==> src/rtl/cpu_pkg.sv <==
// Shared CPU constants: datapath width, register index width, RV32I opcodes.
package cpu_pkg;

   localparam int unsigned XLEN_DEFAULT = 32;
   localparam int unsigned REG_W        = 5;
   localparam int unsigned INSTR_W      = 32;
   localparam int unsigned OPC_W        = 7;

   localparam logic [OPC_W-1:0] OP_LUI    = 7'b0110111;
   localparam logic [OPC_W-1:0] OP_AUIPC  = 7'b0010111;
   localparam logic [OPC_W-1:0] OP_JAL    = 7'b1101111;
   localparam logic [OPC_W-1:0] OP_JALR   = 7'b1100111;
   localparam logic [OPC_W-1:0] OP_BRANCH = 7'b1100011;
   localparam logic [OPC_W-1:0] OP_LOAD   = 7'b0000011;
   localparam logic [OPC_W-1:0] OP_STORE  = 7'b0100011;
   localparam logic [OPC_W-1:0] OP_IMM    = 7'b0010011;
   localparam logic [OPC_W-1:0] OP_OP     = 7'b0110011;

   // Occupancy of the ID/EX pipeline register.
   typedef enum logic {
      S_EMPTY = 1'b0,
      S_FULL  = 1'b1
   } pipe_state_t;

endpackage

==> src/rtl/imm_gen.sv <==
// RV32I immediate decoder, sign-extended to XLEN; shared with the branch unit.
module imm_gen
   import cpu_pkg::*;
#(
   parameter int unsigned XLEN = XLEN_DEFAULT
) (
   input  logic [INSTR_W-1:0] instr,
   output logic [XLEN-1:0]    imm
);

   logic [31:0] imm32;

   // Select the immediate format from the opcode.
   always_comb begin
      imm32 = '0;
      case (instr[6:0])
         OP_LUI, OP_AUIPC:
            imm32 = {instr[31:12], 12'b0};
         OP_JAL:
            imm32 = {{12{instr[31]}}, instr[19:12], instr[20], instr[30:21], 1'b0};
         OP_JALR, OP_LOAD, OP_IMM:
            imm32 = {{20{instr[31]}}, instr[31:20]};
         OP_STORE:
            imm32 = {{20{instr[31]}}, instr[31:25], instr[11:7]};
         OP_BRANCH:
            imm32 = {{20{instr[31]}}, instr[7], instr[30:25], instr[11:8], 1'b0};
         default:
            imm32 = '0;
      endcase
   end

   assign imm = XLEN'($signed(imm32));

endmodule

==> src/rtl/id_ex_stage.sv <==
// Decode/operand stage: register-file read, forwarding, load-use stall, ID/EX register.
module id_ex_stage
   import cpu_pkg::*;
#(
   parameter int unsigned XLEN = XLEN_DEFAULT
) (
   input  logic               clk,
   input  logic               reset_n,
   input  logic               in_valid,
   output logic               in_ready,
   input  logic [31:0]        in_instr,
   input  logic [31:0]        in_pc,
   input  logic               flush,
   output logic [REG_W-1:0]   rf_raddr1,
   output logic [REG_W-1:0]   rf_raddr2,
   input  logic [XLEN-1:0]    rf_rdata1,
   input  logic [XLEN-1:0]    rf_rdata2,
   input  logic               ex_valid,
   input  logic               ex_regwrite,
   input  logic               ex_is_load,
   input  logic [REG_W-1:0]   ex_rd,
   input  logic [XLEN-1:0]    ex_result,
   input  logic               wb_regwrite,
   input  logic [REG_W-1:0]   wb_rd,
   input  logic [XLEN-1:0]    wb_data,
   output logic               out_valid,
   input  logic               out_ready,
   output logic [XLEN-1:0]    out_pc,
   output logic [XLEN-1:0]    out_rs1_val,
   output logic [XLEN-1:0]    out_rs2_val,
   output logic [XLEN-1:0]    out_imm,
   output logic [REG_W-1:0]   out_rd,
   output logic [2:0]         out_funct3,
   output logic               out_funct7b5,
   output logic [OPC_W-1:0]   out_opcode,
   output logic               out_rd_we
);

   pipe_state_t      state;
   logic [REG_W-1:0] rs1, rs2, rd;
   logic [OPC_W-1:0] opcode;
   logic [XLEN-1:0]  imm;
   logic [XLEN-1:0]  rs1_val, rs2_val;
   logic             rd_we;
   logic             ex_fwd_ok;
   logic             hazard, advance, accept;

   assign rs1    = in_instr[19:15];
   assign rs2    = in_instr[24:20];
   assign rd     = in_instr[11:7];
   assign opcode = in_instr[6:0];

   assign rf_raddr1 = rs1;
   assign rf_raddr2 = rs2;

   imm_gen #(.XLEN(XLEN)) u_imm_gen (
      .instr (in_instr),
      .imm   (imm)
   );

   // A load in execute has no result yet, so it never forwards from there.
   assign ex_fwd_ok = ex_valid && ex_regwrite && !ex_is_load;

   // Operand mux: x0, then execute, then writeback (same-edge RF write), then RF.
   function automatic logic [XLEN-1:0] sel_operand(
      input logic [REG_W-1:0] rs,
      input logic [XLEN-1:0]  rf_val
   );
      if (rs == '0)
         return '0;
      else if (ex_fwd_ok && (ex_rd == rs))
         return ex_result;
      else if (wb_regwrite && (wb_rd == rs))
         return wb_data;
      else
         return rf_val;
   endfunction

   // Source operand selection for both read ports.
   always_comb begin
      rs1_val = sel_operand(rs1, rf_rdata1);
      rs2_val = sel_operand(rs2, rf_rdata2);
   end

   assign rd_we = (opcode != OP_STORE) && (opcode != OP_BRANCH) && (rd != '0);

   // Load-use check compares both sources regardless of instruction format.
   assign hazard  = in_valid && ex_valid && ex_is_load && (ex_rd != '0) &&
                    ((ex_rd == rs1) || (ex_rd == rs2));
   assign advance = (state == S_EMPTY) || out_ready;
   assign in_ready = advance && !hazard && !flush;
   assign accept   = in_valid && in_ready;

   assign out_valid = (state == S_FULL);

   // ID/EX register: flush empties it, advance loads or bubbles, otherwise hold.
   always_ff @(posedge clk or negedge reset_n) begin
      if (!reset_n) begin
         state        <= S_EMPTY;
         out_pc       <= '0;
         out_rs1_val  <= '0;
         out_rs2_val  <= '0;
         out_imm      <= '0;
         out_rd       <= '0;
         out_funct3   <= '0;
         out_funct7b5 <= 1'b0;
         out_opcode   <= '0;
         out_rd_we    <= 1'b0;
      end else begin
         if (flush)
            state <= S_EMPTY;
         else if (advance)
            state <= accept ? S_FULL : S_EMPTY;

         if (accept) begin
            out_pc       <= XLEN'(in_pc);
            out_rs1_val  <= rs1_val;
            out_rs2_val  <= rs2_val;
            out_imm      <= imm;
            out_rd       <= rd;
            out_funct3   <= in_instr[14:12];
            out_funct7b5 <= in_instr[30];
            out_opcode   <= opcode;
            out_rd_we    <= rd_we;
         end
      end
   end

endmodule

==> config.mk <==
export PLATFORM = sky130hd
export DESIGN_NAME = id_ex_stage
export DESIGN_NICKNAME = d
export VERILOG_FILES = /design/src/rtl/cpu_pkg.sv /design/src/rtl/imm_gen.sv /design/src/rtl/id_ex_stage.sv
export SDC_FILE = /design/constraint.sdc
export NUM_CORES = 1
export LEC_CHECK = 0
export CORE_UTILIZATION = 38
export CTS_CLUSTER_DIAMETER = 40
export CTS_CLUSTER_SIZE = 12
export DETAILED_ROUTE_END_ITERATION = 10
export PLACE_DENSITY = 0.86
export SLEW_MARGIN = 5
export SYNTH_ARGS = -nofsm -noshare
export SYNTH_HDL_FRONTEND = slang
export SYNTH_SLANG_ARGS = --single-unit
==> constraint.sdc <==
create_clock -name clk -period 2.4 [get_ports clk]
set_input_delay 0.6 -clock clk [delete_from_list [all_inputs] [get_ports clk]]
set_output_delay 0.6 -clock clk [all_outputs]
set_load 0.01 [all_outputs]
==> tab_implementation.tex <==
\begin{tabular}{lr}
\hline
Metric & Value \\
\hline
\multicolumn{2}{l}{\textbf{Run status}} \\
Result of the run & finished with violations \\
Failing checks & setup timing \\
\multicolumn{2}{l}{\textbf{Detailed routing}} \\
Wire length after detailed routing & 30800 µm \\
Post-route DRC & 0 \\
Avg WL per Cell & 21.2 µm \\
Antenna Nets Post-Route & 0 \\
DR pass1 iterations & 6 \\
Detailed Route Iter0 Violations & 395 \\
Vias after detailed routing & 8140 \\
Routed vias/inst & 5.59 \\
\multicolumn{2}{l}{\textbf{STA}} \\
Final period util & 103\% \\
Setup violators final & 1 \\
Minimum period implied by the final worst setup slack & 2.47 ns \\
Max Fclk & 0.406 GHz \\
Max-slew headroom at the worst pin & 54.0\% \\
Setup WS post-layout & -0.0653 ns \\
Final hold vios & 0 \\
RSZ-0062 raised after global routing & yes \\
Final slew viol count & 0 \\
Max Clock Skew & 0.00902 ns \\
Transition time at the pin with the least slew margin & 0.689 ns \\
\multicolumn{2}{l}{\textbf{Worst setup path}} \\
Reg-to-Reg Start & out\_valid \\
Buffer and inverter count on the worst path & 2 \\
Setup slack of the worst register-to-register path & 0.55 ns \\
Library cell contributing the largest single delay on the critical path & or4\_4 \\
Delay of the slowest critical-path stage & around 0.55 ns \\
Sort of element at the start of the critical path & primary input \\
FF-to-FF path depth & 8 \\
Critical Path, Cell by Cell & buf\_6 -> or4\_4 -> o2111ai\_4 -> nor2\_4 -> nor3b\_4 -> buf\_2 \\
Endpoint of the worst-slack reg-to-reg timing path & out\_rs2\_val[22] \\
Kind of critical path & primary input to output port \\
CP top delay family & simple AND/OR/NAND/NOR gates \\
Worst EP arrival & 1.87 ns \\
Critical-path maximum fanout & 2 \\
Data required time of the worst path & $\sim$1.8 ns \\
CP endpoint kind & output port \\
\multicolumn{2}{l}{\textbf{Floorplanning}} \\
Chip width & 148 µm \\
Area of the core & 20600 µm² \\
Number of primary I/O pins & between 300 and 400 \\
Die Height & 148 µm \\
Starting utilization of the core area & 39.3\% \\
Row count & 52 \\
Die Outline Area & roughly 22000 µm² \\
\multicolumn{2}{l}{\textbf{Power and ir drop}} \\
Power density relative to cell area & 618 nW/µm² \\
Lkg Pwr & 5.33 nW \\
Peak supply drop & 0.000464 V \\
\multicolumn{2}{l}{\textbf{Global route}} \\
Met3 Use GR & 7.13\% \\
Number of global-route vias before repair & $\sim$8500 \\
Global-route wire length before repair & 47000 µm \\
Most crowded layer after global routing & met2 \\
Global router's overall resource usage & 28.1\% \\
Met1 capacity usage during global routing & 33.2\% \\
Number of antenna violations at the first check in global routing & 2 \\
Gr ovfl total & 0 \\
Largest net degree at the start of global routing & 64 \\
GRT met2 Usage & $\sim$48\% \\
\multicolumn{2}{l}{\textbf{CTS}} \\
Number of buffers added for setup after CTS & 0 \\
Sink count of the clock tree & roughly 150 \\
H-tree depth & 4 \\
Number of buffers added to fix hold violations after cts & 0 \\
Clock latency of the later-clocked register in the worst-skew pair & 0.42 ns \\
CTS root buf & clkbuf\_16 \\
Maximum clock path buffer count & 2 \\
Clock-pin slew on the worst setup and hold paths & 0.07 ns \\
Clock tree from TritonCTS & yes \\
Inserted Clock Buffers & 17 \\
\multicolumn{2}{l}{\textbf{Yosys}} \\
Post-synth top cells & dfrtp\_1 (146), inv\_1 (95), o21ai\_0 (68), and2\_1 (67), o32ai\_1 (63) \\
Sequential cell area fraction in the yosys report & 45.2\% \\
Syn avg cell area & between 10 and 15 µm² \\
Yosys warning count & 0 \\
Asr flop ratio synth & 100\% \\
Largest area contributor in the netlist & dfrtp\_1 \\
Synthesized Nets & 990 \\
Number of enable-type register cells in the synthesized netlist & 0 \\
Top area cells in the synthesized netlist & dfrtp\_1 (45\%), mux2\_2 (7.0\%), o32ai\_1 (6.8\%), and2\_1 (5.2\%), a221oi\_1 (4.7\%) \\
Share of the synthesized area in the top cell type & 45.2\% \\
Number of cells produced by synthesis & about 780 \\
Primary FF master, synth & dfrtp\_1 \\
Seq cells post-synth & 146 \\
Leading cell type by number of instances after synthesis & dfrtp\_1 \\
Post-synthesis cell type count & 49 \\
Synthesized cell area & around 8100 µm² \\
\multicolumn{2}{l}{\textbf{Place}} \\
Global placer's final weighted congestion & 0.924 \\
Detailed-placement wirelength estimate & about 23000 µm \\
Dpl cells & 1422 \\
Post-placement cell area & 12500 µm² \\
Worst slack, placed & -0.879 ns \\
Port Buffer Count & 367 \\
\multicolumn{2}{l}{\textbf{Final layout}} \\
Final net count & 1382 \\
Layout Cell Area excl Fill & 13100 µm² \\
Cell Count, Final, Fillers Out & 1455 \\
Fillers & $\sim$1600 \\
Relative area change from synthesis to final layout & 62.4\% \\
Share of post-route cells with drive strength above 1 & 17.6\% \\
\multicolumn{2}{l}{\textbf{Flow run}} \\
Max-Cap Viols & 0 \\
\multicolumn{2}{l}{\textbf{Worst hold path}} \\
Kind of path behind the tightest hold check & primary input to asynchronous set/reset pin \\
\hline
\end{tabular}
==> flip-flops by register name (all words and copies together), names as in the netlist <==
signal        cells
out_rs1_val      32
out_rd_we         1
out_valid         1
out_opcode        7
out_rs2_val      32
out_pc           32
out_rd            5
out_funct3        3
out_funct7b5      1
out_imm          32
==> cell type report <==
cell class | count | area, µm² | area share [%]
flip-flops and latches | 146 | 3650 | 27.8
diodes | 1 | 2.50 | 0.0191
clock buffers | 18 | 439 | 3.35
repair buffers | 449 | 4480 | 34.1
inverters | 96 | 360 | 2.75
clock inverters | 14 | 163 | 1.24
well taps | 270 | 338 | 2.57
multi-input cells | 461 | 3690 | 28.1
==> per-layer routing <==
| layer | vias to the layer above | part of all wire [%] |
|---|---|---|
| met1 | 3965 | 38 |
| met4 | 2 | 3.8 |
| met2 | 457 | 49 |
| met5 | - | 0.042 |
| met3 | 80 | 9.3 |
| li1 | 3636 | - |
==> worst register-to-register path, stage by stage, from the launching register on <==
cell and delay [ns]:
dfrtp_1 0.39, nand2b_1 0.11, buf_4 0.12, nand3b_1 0.10, buf_4 0.18, a21oi_2 0.15
buf_4 0.25, o21ai_0 0.14, o32ai_1 0.30
==> metrics by stage <==
stage / utilization (%) / TNS, ns / total power [mW] / hold WS (ns)
final: 63.8 / -0.0653 / 8.11 / 0.0838
after floorplan: - / -0.0877 / 3.90 / 0.304
after global placement: 60.9 / -69.53 / 5.34 / 0.469
after CTS: 63.8 / -0.0681 / 8.16 / 0.0870
after detailed placement: 60.9 / -75.34 / 5.40 / 0.474
after global routing: 63.8 / -0.105 / 8.45 / 0.0980
==> placed cells by master (no fill, tap or decap), drive strengths merged, types with 2 or more instances in the layout <==
cell type | netlist | final
xor2 | 12 | 12
clkbuf | 43 | 18
clkdlybuf4s15 | 0 | 2
a221oi | 63 | 63
o21ai | 68 | 68
o2111ai | 2 | 2
clkinv | 0 | 4
nand2b | 7 | 7
and2 | 67 | 67
buf | 33 | 88
o32ai | 63 | 63
dlygate4sd2 | 0 | 9
mux2i | 26 | 26
a22o | 5 | 5
xnor2 | 2 | 2
and3 | 3 | 3
nor2 | 10 | 10
a21oi | 27 | 27
a31oi | 2 | 2
nor2b | 2 | 2
nand2 | 14 | 14
dfrtp | 146 | 146
nor3b | 3 | 3
nand3b | 3 | 3
and3b | 2 | 2
clkdlybuf4s50 | 0 | 350
mux2 | 55 | 55
nor3 | 8 | 8
inv | 96 | 104
nand3 | 3 | 3
==> worst max path at each step <==
| stage | startpoint | end | depth (start not counted) |
|---|---|---|---|
| floorplan | ex_rd[1] | in_ready | 5 |
| global placement | ex_rd[3] | in_ready | 6 |
| detailed placement | ex_rd[1] | in_ready | 6 |
| CTS | ex_rd[2] | in_ready | 6 |
| global route | ex_rd[2] | in_ready | 6 |
| finish | ex_rd[2] | in_ready | 6 |
==> power breakdown <==
| part | total [mW] | internal [mW] | switching [mW] |
|---|---|---|---|
| clock | 2.75 | 1.52 | 1.23 |
| sequential | 3.02 | 2.81 | 0.205 |
| combinational | 2.35 | 1.38 | 0.968 |
| total | 8.11 | 5.70 | 2.40 |
==> what timing repair did <==
item                       CTS  global route
setup endpoints to repair  120             1
pin swaps                   16             2
resized for setup           35             2
==> logic make-up after synthesis <==
kind of cell / share of synthesized area [%]
AOI/OAI and AO/OA: 23.1
buffers and inverters: 9.98
DFF: 45.2
and+or+nand+nor: 9.29
muxes: 10.9
xor gates and xnor gates: 1.52
Note: power is estimated with default switching activity, not from simulation.
